<file path="src/rtl/acc_pkg.sv">
// Shared types and defaults for the channel accumulator slice.
// Saturation is selected by the ACC_SAT_EN macro in acc_add_sat.
package acc_pkg;

  localparam int PROD_W  = 32;
  localparam int ACC_W   = 48;
  localparam int SCALE_W = 24;

  localparam logic signed [ACC_W-1:0] ACC_MAX = {1'b0, {(ACC_W-1){1'b1}}};
  localparam logic signed [ACC_W-1:0] ACC_MIN = {1'b1, {(ACC_W-1){1'b0}}};

  typedef enum logic [0:0] {
    CLEAR = 1'b0,
    RUN   = 1'b1
  } acc_state_t;

endpackage

</file>
<file path="src/rtl/acc_add_sat.sv">
// Combinational ACC_W signed adder with overflow detect.
// ACC_SAT_EN defined: clamp on overflow; undefined: two's-complement wrap.
module acc_add_sat #(
  parameter int ACC_W = acc_pkg::ACC_W
) (
  input  logic signed [ACC_W-1:0] i_a,
  input  logic signed [ACC_W-1:0] i_b,
  output logic signed [ACC_W-1:0] o_sum,
  output logic                    o_ovf
);

  localparam logic signed [ACC_W-1:0] L_MAX = {1'b0, {(ACC_W-1){1'b1}}};
  localparam logic signed [ACC_W-1:0] L_MIN = {1'b1, {(ACC_W-1){1'b0}}};

  logic signed [ACC_W:0] w_wide;

  // One guard bit: the sum left the ACC_W range exactly when the top two bits differ.
  function automatic logic signed [ACC_W-1:0] resolve(input logic signed [ACC_W:0] s);
`ifdef ACC_SAT_EN
    if (s[ACC_W] != s[ACC_W-1]) return s[ACC_W] ? L_MIN : L_MAX;
    return s[ACC_W-1:0];
`else
    return s[ACC_W-1:0];
`endif
  endfunction

  assign w_wide = {i_a[ACC_W-1], i_a} + {i_b[ACC_W-1], i_b};
  assign o_ovf  = w_wide[ACC_W] ^ w_wide[ACC_W-1];
  assign o_sum  = resolve(w_wide);

endmodule

</file>
<file path="src/rtl/channel_accumulator.sv">
// Per-channel bias-seeded accumulator feeding the requantizer (data_in/scale).
// Build option ACC_SAT_EN selects saturating instead of wrapping accumulation.
module channel_accumulator #(
  parameter int PROD_W  = acc_pkg::PROD_W,
  parameter int ACC_W   = acc_pkg::ACC_W,
  parameter int SCALE_W = acc_pkg::SCALE_W,
  parameter int BIAS_W  = 32,
  parameter int NUM_CH  = 16,
  parameter int CH_W    = 4
) (
  input  logic                      clk,
  input  logic                      rst,
  input  logic                      clear,
  input  logic                      in_valid,
  output logic                      in_ready,
  input  logic signed [PROD_W-1:0]  in_prod,
  input  logic        [CH_W-1:0]    in_ch,
  input  logic                      in_first,
  input  logic                      in_last,
  input  logic                      cfg_we,
  input  logic        [CH_W-1:0]    cfg_ch,
  input  logic signed [BIAS_W-1:0]  cfg_bias,
  input  logic signed [SCALE_W-1:0] cfg_scale,
  output logic                      out_valid,
  output logic signed [ACC_W-1:0]   out_acc,
  output logic signed [SCALE_W-1:0] out_scale,
  output logic        [CH_W-1:0]    out_ch,
  output logic                      ovf
);

  import acc_pkg::*;

  acc_state_t                r_state;
  logic [CH_W-1:0]           r_cnt;
  logic                      r_ovf;
  logic signed [ACC_W-1:0]   r_acc   [NUM_CH];
  logic signed [BIAS_W-1:0]  r_bias  [NUM_CH];
  logic signed [SCALE_W-1:0] r_scale [NUM_CH];

  logic                      r_vld_p1;
  logic signed [ACC_W-1:0]   r_acc_p1;
  logic signed [SCALE_W-1:0] r_scale_p1;
  logic [CH_W-1:0]           r_ch_p1;

  logic                      w_run;
  logic                      w_accept;
  logic signed [ACC_W-1:0]   w_bias_ext;
  logic signed [ACC_W-1:0]   w_prod_ext;
  logic signed [ACC_W-1:0]   w_base;
  logic signed [ACC_W-1:0]   w_sum;
  logic                      w_ovf;

  // A clear pulse wins over a beat presented in the same cycle.
  assign w_run      = (r_state == RUN);
  assign w_accept   = in_valid & w_run & ~clear;
  assign w_bias_ext = {{(ACC_W-BIAS_W){r_bias[in_ch][BIAS_W-1]}}, r_bias[in_ch]};
  assign w_prod_ext = {{(ACC_W-PROD_W){in_prod[PROD_W-1]}}, in_prod};
  assign w_base     = in_first ? w_bias_ext : r_acc[in_ch];

  acc_add_sat #(.ACC_W(ACC_W)) u_add (
    .i_a   (w_base),
    .i_b   (w_prod_ext),
    .o_sum (w_sum),
    .o_ovf (w_ovf)
  );

  // Stage p0 -> p1: control, tables and the registered result port.
  always_ff @(posedge clk or posedge rst) begin
    if (rst) begin
      r_state    <= CLEAR;
      r_cnt      <= '0;
      r_ovf      <= 1'b0;
      r_vld_p1   <= 1'b0;
      r_acc_p1   <= '0;
      r_scale_p1 <= '0;
      r_ch_p1    <= '0;
      for (int k = 0; k < NUM_CH; k++) begin
        r_bias[k]  <= '0;
        r_scale[k] <= '0;
      end
    end else begin
      if (clear) begin
        r_state <= CLEAR;
        r_cnt   <= '0;
        r_ovf   <= 1'b0;
      end else if (r_state == CLEAR) begin
        r_cnt <= r_cnt + 1'b1;
        if (r_cnt == CH_W'(NUM_CH-1)) r_state <= RUN;
      end else if (w_accept && w_ovf) begin
        r_ovf <= 1'b1;
      end

      r_vld_p1 <= w_accept & in_last;
      if (w_accept && in_last) begin
        r_acc_p1   <= w_sum;
        r_scale_p1 <= r_scale[in_ch];
        r_ch_p1    <= in_ch;
      end

      // Reads above see the pre-write table contents on a same-cycle update.
      if (cfg_we) begin
        r_bias[cfg_ch]  <= cfg_bias;
        r_scale[cfg_ch] <= cfg_scale;
      end
    end
  end

  // Accumulator array: zeroed by the sweep and after each emitted window.
  always_ff @(posedge clk) begin
    if (r_state == CLEAR) begin
      r_acc[r_cnt] <= '0;
    end else if (w_accept) begin
      r_acc[in_ch] <= in_last ? '0 : w_sum;
    end
  end

  assign in_ready  = w_run;
  assign out_valid = r_vld_p1;
  assign out_acc   = r_acc_p1;
  assign out_scale = r_scale_p1;
  assign out_ch    = r_ch_p1;
  assign ovf       = r_ovf;

endmodule

</file>
<file path="config.mk">
export PLATFORM = sky130hd
export DESIGN_NAME = channel_accumulator
export DESIGN_NICKNAME = d
export VERILOG_FILES = /design/src/rtl/acc_pkg.sv /design/src/rtl/acc_add_sat.sv /design/src/rtl/channel_accumulator.sv
export SDC_FILE = /design/constraint.sdc
export NUM_CORES = 2
export LEC_CHECK = 0
export ABC_CLOCK_PERIOD_IN_PS = 41500
export BUFFER_PORTS_ARGS = -buffer_cell sky130_fd_sc_hd__buf_4
export CORE_MARGIN = 2
export CORE_UTILIZATION = 50
export CTS_BUF_LIST = sky130_fd_sc_hd__clkbuf_8 sky130_fd_sc_hd__clkbuf_16
export DETAILED_ROUTE_END_ITERATION = 8
export HOLD_SLACK_MARGIN = 0.1
export PLACE_DENSITY = 0.74
export SETUP_SLACK_MARGIN = 0.2
export SLEW_MARGIN = 20
export SYNTH_ARGS = -nofsm -noshare
export SYNTH_HDL_FRONTEND = slang
export SYNTH_SLANG_ARGS = --single-unit
</file>
<file path="constraint.sdc">
create_clock -name clk -period 41.5 [get_ports clk]
set_input_delay 2.075 -clock clk [delete_from_list [all_inputs] [get_ports clk]]
set_output_delay 2.075 -clock clk [all_outputs]
set_load 0.1 [all_outputs]
</file>
==> impl_metrics.yaml <==
run_status:
  status: "finished, final reports clean"
logic_synthesis:
  synth.top_cells.by_area: "dfrtp_1 33%, edfxtp_1 31%, mux4_2 15%"
  synth_edf_count: 768
  synthesis.area_um2: 75350
  ys_types: 78
  synth_nets: 4391
  yosysMostFrequentCell: "dfrtp_1"
  synth_top_cell_area_share: 0.3251
  ys_seq_elements: 1747
  yosysTopAreaCell: "dfrtp_1"
  synthArstFlopShare: 0.5604
  ys.flop_type: "dfrtp_1"
  postSynthAreaPerCell_um2: 17.78
  synthTopCellsByCount: "979 x dfrtp_1, 936 x mux2_2, 768 x edfxtp_1, 511 x mux4_2, 232 x clkbuf_1"
  yosysWarnings: 0
  syn_inst: 4238
  seq_area_frac_synth: 0.6312
global_routing:
  track_usage: 0.2395
  grt_pass1_wl_um: 272700
  antenna_found_initial: 9
  overflow: 0
  grt_max_degree: 194
  grt_pass1_vias: 41495
die:
  core_um2: 149800
  fp-row-count: 142
  start_util: 0.5031
  io_pins: 182
  die_x_um: 392.2
  dieArea_um2: 153800
  die_y_um: 392.2
power:
  internal_power_mw: 3.330
  swShare: 0.2487
  power.switching_mw: 1.102
  comb_power_share: 0.154
  ir_drop_v: 0.00005125
  p_leak_nw: 32.65
  p_seq_frac: 0.480
  p_clk_frac: 0.366
  power_density_nw_per_um2: 52.32
clocking:
  clock_latency_ns: 0.81
  cts_buffers: 172
  ctsHtreeMaxLevel: 4
  clock_sinks: 1747
  cts_tree: "yes"
  post_cts_buffers: 0
  clk_path_buf_depth: 3
  post_cts_resized: 0
  cts-root-buf: "clkbuf_16"
  hold_buffers: 0
  clk_pin_slew_ns: 0.06
routing:
  vias: 40173
  dr.pass1.iters: 5
  ant_nets: 0
  wirelength_um: 181400
  routedWlPerCell_um: 27.89
  viasPerCell: 6.178
  drcViolationCount: 0
  drtIter0Drc: 3879
sta:
  setup-violations-final: 0
  worst_slew_pin_slew_ns: 1.147
  tns_ns: 0
  period_minus_slack_ns: 8.729
  fin_skew_ns: 0.03129
  grt_setup_unrepaired: "false"
  maxSlewHeadroom: 0.2355
  whs_ns: 0.4773
  setup_ws_ns: 32.77
  finalHoldViolCount: 0
  slew_viol_final: 0
  period_share: 0.2103
  fmaxAchievable_mhz: 114.6
setup_path:
  cp.required_ns: 41.97
  cp_cell_sequence: "buf_8 > buf_4 > buf_4 > mux4_2 > mux4_2 > mux2_2 > ha_1 > fa_1 > a211o_1 > a211oi_2 > nor4_2 > o311a_1 > o2111ai_2 > a21oi_2 > a31oi_1 > xor2_1 > nor2_1"
  cp.arrival_ns: 9.20
  worstSetupEndpointType: "flip-flop"
  slowest_stage: "buf_4"
  critPathMaxFanout: 79
  worst_setup_path_start_kind: "primary input"
  max_stage_delay_ns: 0.92
  path_buf_inv: 3
  critPathTopFamily: "buffers and inverters"
  worstSetupPathType: "in2reg"
placement:
  port_buffers: 181
  place_ws_ns: 31.93
  hpwl_um: 99130
  place_area_um2: 78700
  place.gp.congestion: 0.9206
cells_and_area:
  design_area_um2: 84720
  final_util: 0.5656
  final_nets: 4494
  area_growth_pct: 12.43
  num-fill-cells: 11125
  layout-drive-gt1-share: 0.4528
run:
  drv_cap: 0
min_path:
  hp-class: "reg2reg"
## logic make-up after synthesis
| family | count (synthesis) | share of synthesized area |
|---|---|---|
| muxes | 1457 | 0.2939 |
| AOI/OAI and AO/OA | 245 | 0.02169 |
| and+or+nand+nor | 336 | 0.02014 |
| adders and majority gates | 50 | 0.008402 |
| buffers and inverters | 357 | 0.01928 |
| xor gates and xnor gates | 46 | 0.005347 |
| DFF | 1747 | 0.6312 |
## power groups by stage
stage | registers, mW | logic, mW | clock network, mW
global route | 2.15 | 0.731 | 1.71
finish | 2.13 | 0.684 | 1.62
CTS | 2.13 | 0.688 | 1.64
floorplan | 2.15 | 0.499 | 0
global placement | 2.15 | 0.669 | 0
detailed placement | 2.16 | 0.684 | 0
## flip-flops by register name, indices dropped and copies added (netlist names), 4 cells and up
signal / count
out_acc: 48
out_ch: 4
out_scale: 24
r_acc: 768
r_bias: 512
r_cnt: 4
r_scale: 384
## through the flow
step / power [mW] / std cells
after floorplan: 2.651 / 4238
after detailed placement: 2.842 / 6181
after CTS: 4.457 / 6499
after global placement: 2.815 / 6181
after global routing: 4.595 / 6501
final: 4.432 / 6503
## final timing paths
path                                  to  cells after the start  slack, ns         start
max in group asynchronous    out_acc[11]                      6      36.15           rst
hold reg to reg             out_scale[0]                      2       0.48  out_scale[0]
hold / removal              out_scale[0]                      2       0.48  out_scale[0]
setup / recovery           r_acc[14][36]                     17      32.77      in_ch[1]
min in group asynchronous      out_ch[2]                      2       1.48           rst
setup reg to reg           r_acc[14][36]                     14      35.96    r_bias[32]
## per-layer routing
| metal | wire (µm) | part of all wire | up-vias | GRT usage |
|---|---|---|---|---|
| met1 | 75490 | 0.42 | 21775 | 0.3374 |
| met5 | 57 | 0.00031 | - | 0 |
| met3 | 10680 | 0.059 | 302 | 0.03468 |
| met4 | 5490 | 0.030 | 8 | 0.07818 |
| li1 | - | - | 16707 | - |
| met2 | 89650 | 0.49 | 1381 | 0.3878 |
## tightest hold or removal path: stages (launching register included)
cell,delay [ns]
dfrtp_1,0.34
nand2_1,0.05
nand2_1,0.05
## placed cells by master, fill, tap and decap left out, drive strengths merged, types with 6 or more instances in the layout
cell type / count
bufinv: 19
mux2: 936
a21o: 29
nand3: 17
mux2i: 10
clkinv: 41
o21ai: 87
inv: 84
a31oi: 12
nor3: 19
xor2: 26
dfrtp: 979
edfxtp: 768
a21oi: 50
nand4: 13
clkinvlp: 7
nor2b: 6
nand2: 137
o21bai: 9
clkbuf: 208
a211oi: 7
a221o: 9
buf: 245
nor2: 103
and3: 7
nand2b: 11
mux4: 511
xnor2: 20
ha: 49
## cell type report
cell class                 count  area [µm²]  area share
multi-input combinational   2134       26590      0.3138
inverter                      40       157.7    0.001861
tap                         2016        2522     0.02978
timing repair buffer         246        1936     0.02285
antenna                        2       5.005  0.00005908
clock buffer                 207        4820     0.05689
sequential                  1747       47560      0.5614
clock inverter               111        1127     0.01331
Note: power is estimated with default switching activity, not from simulation.
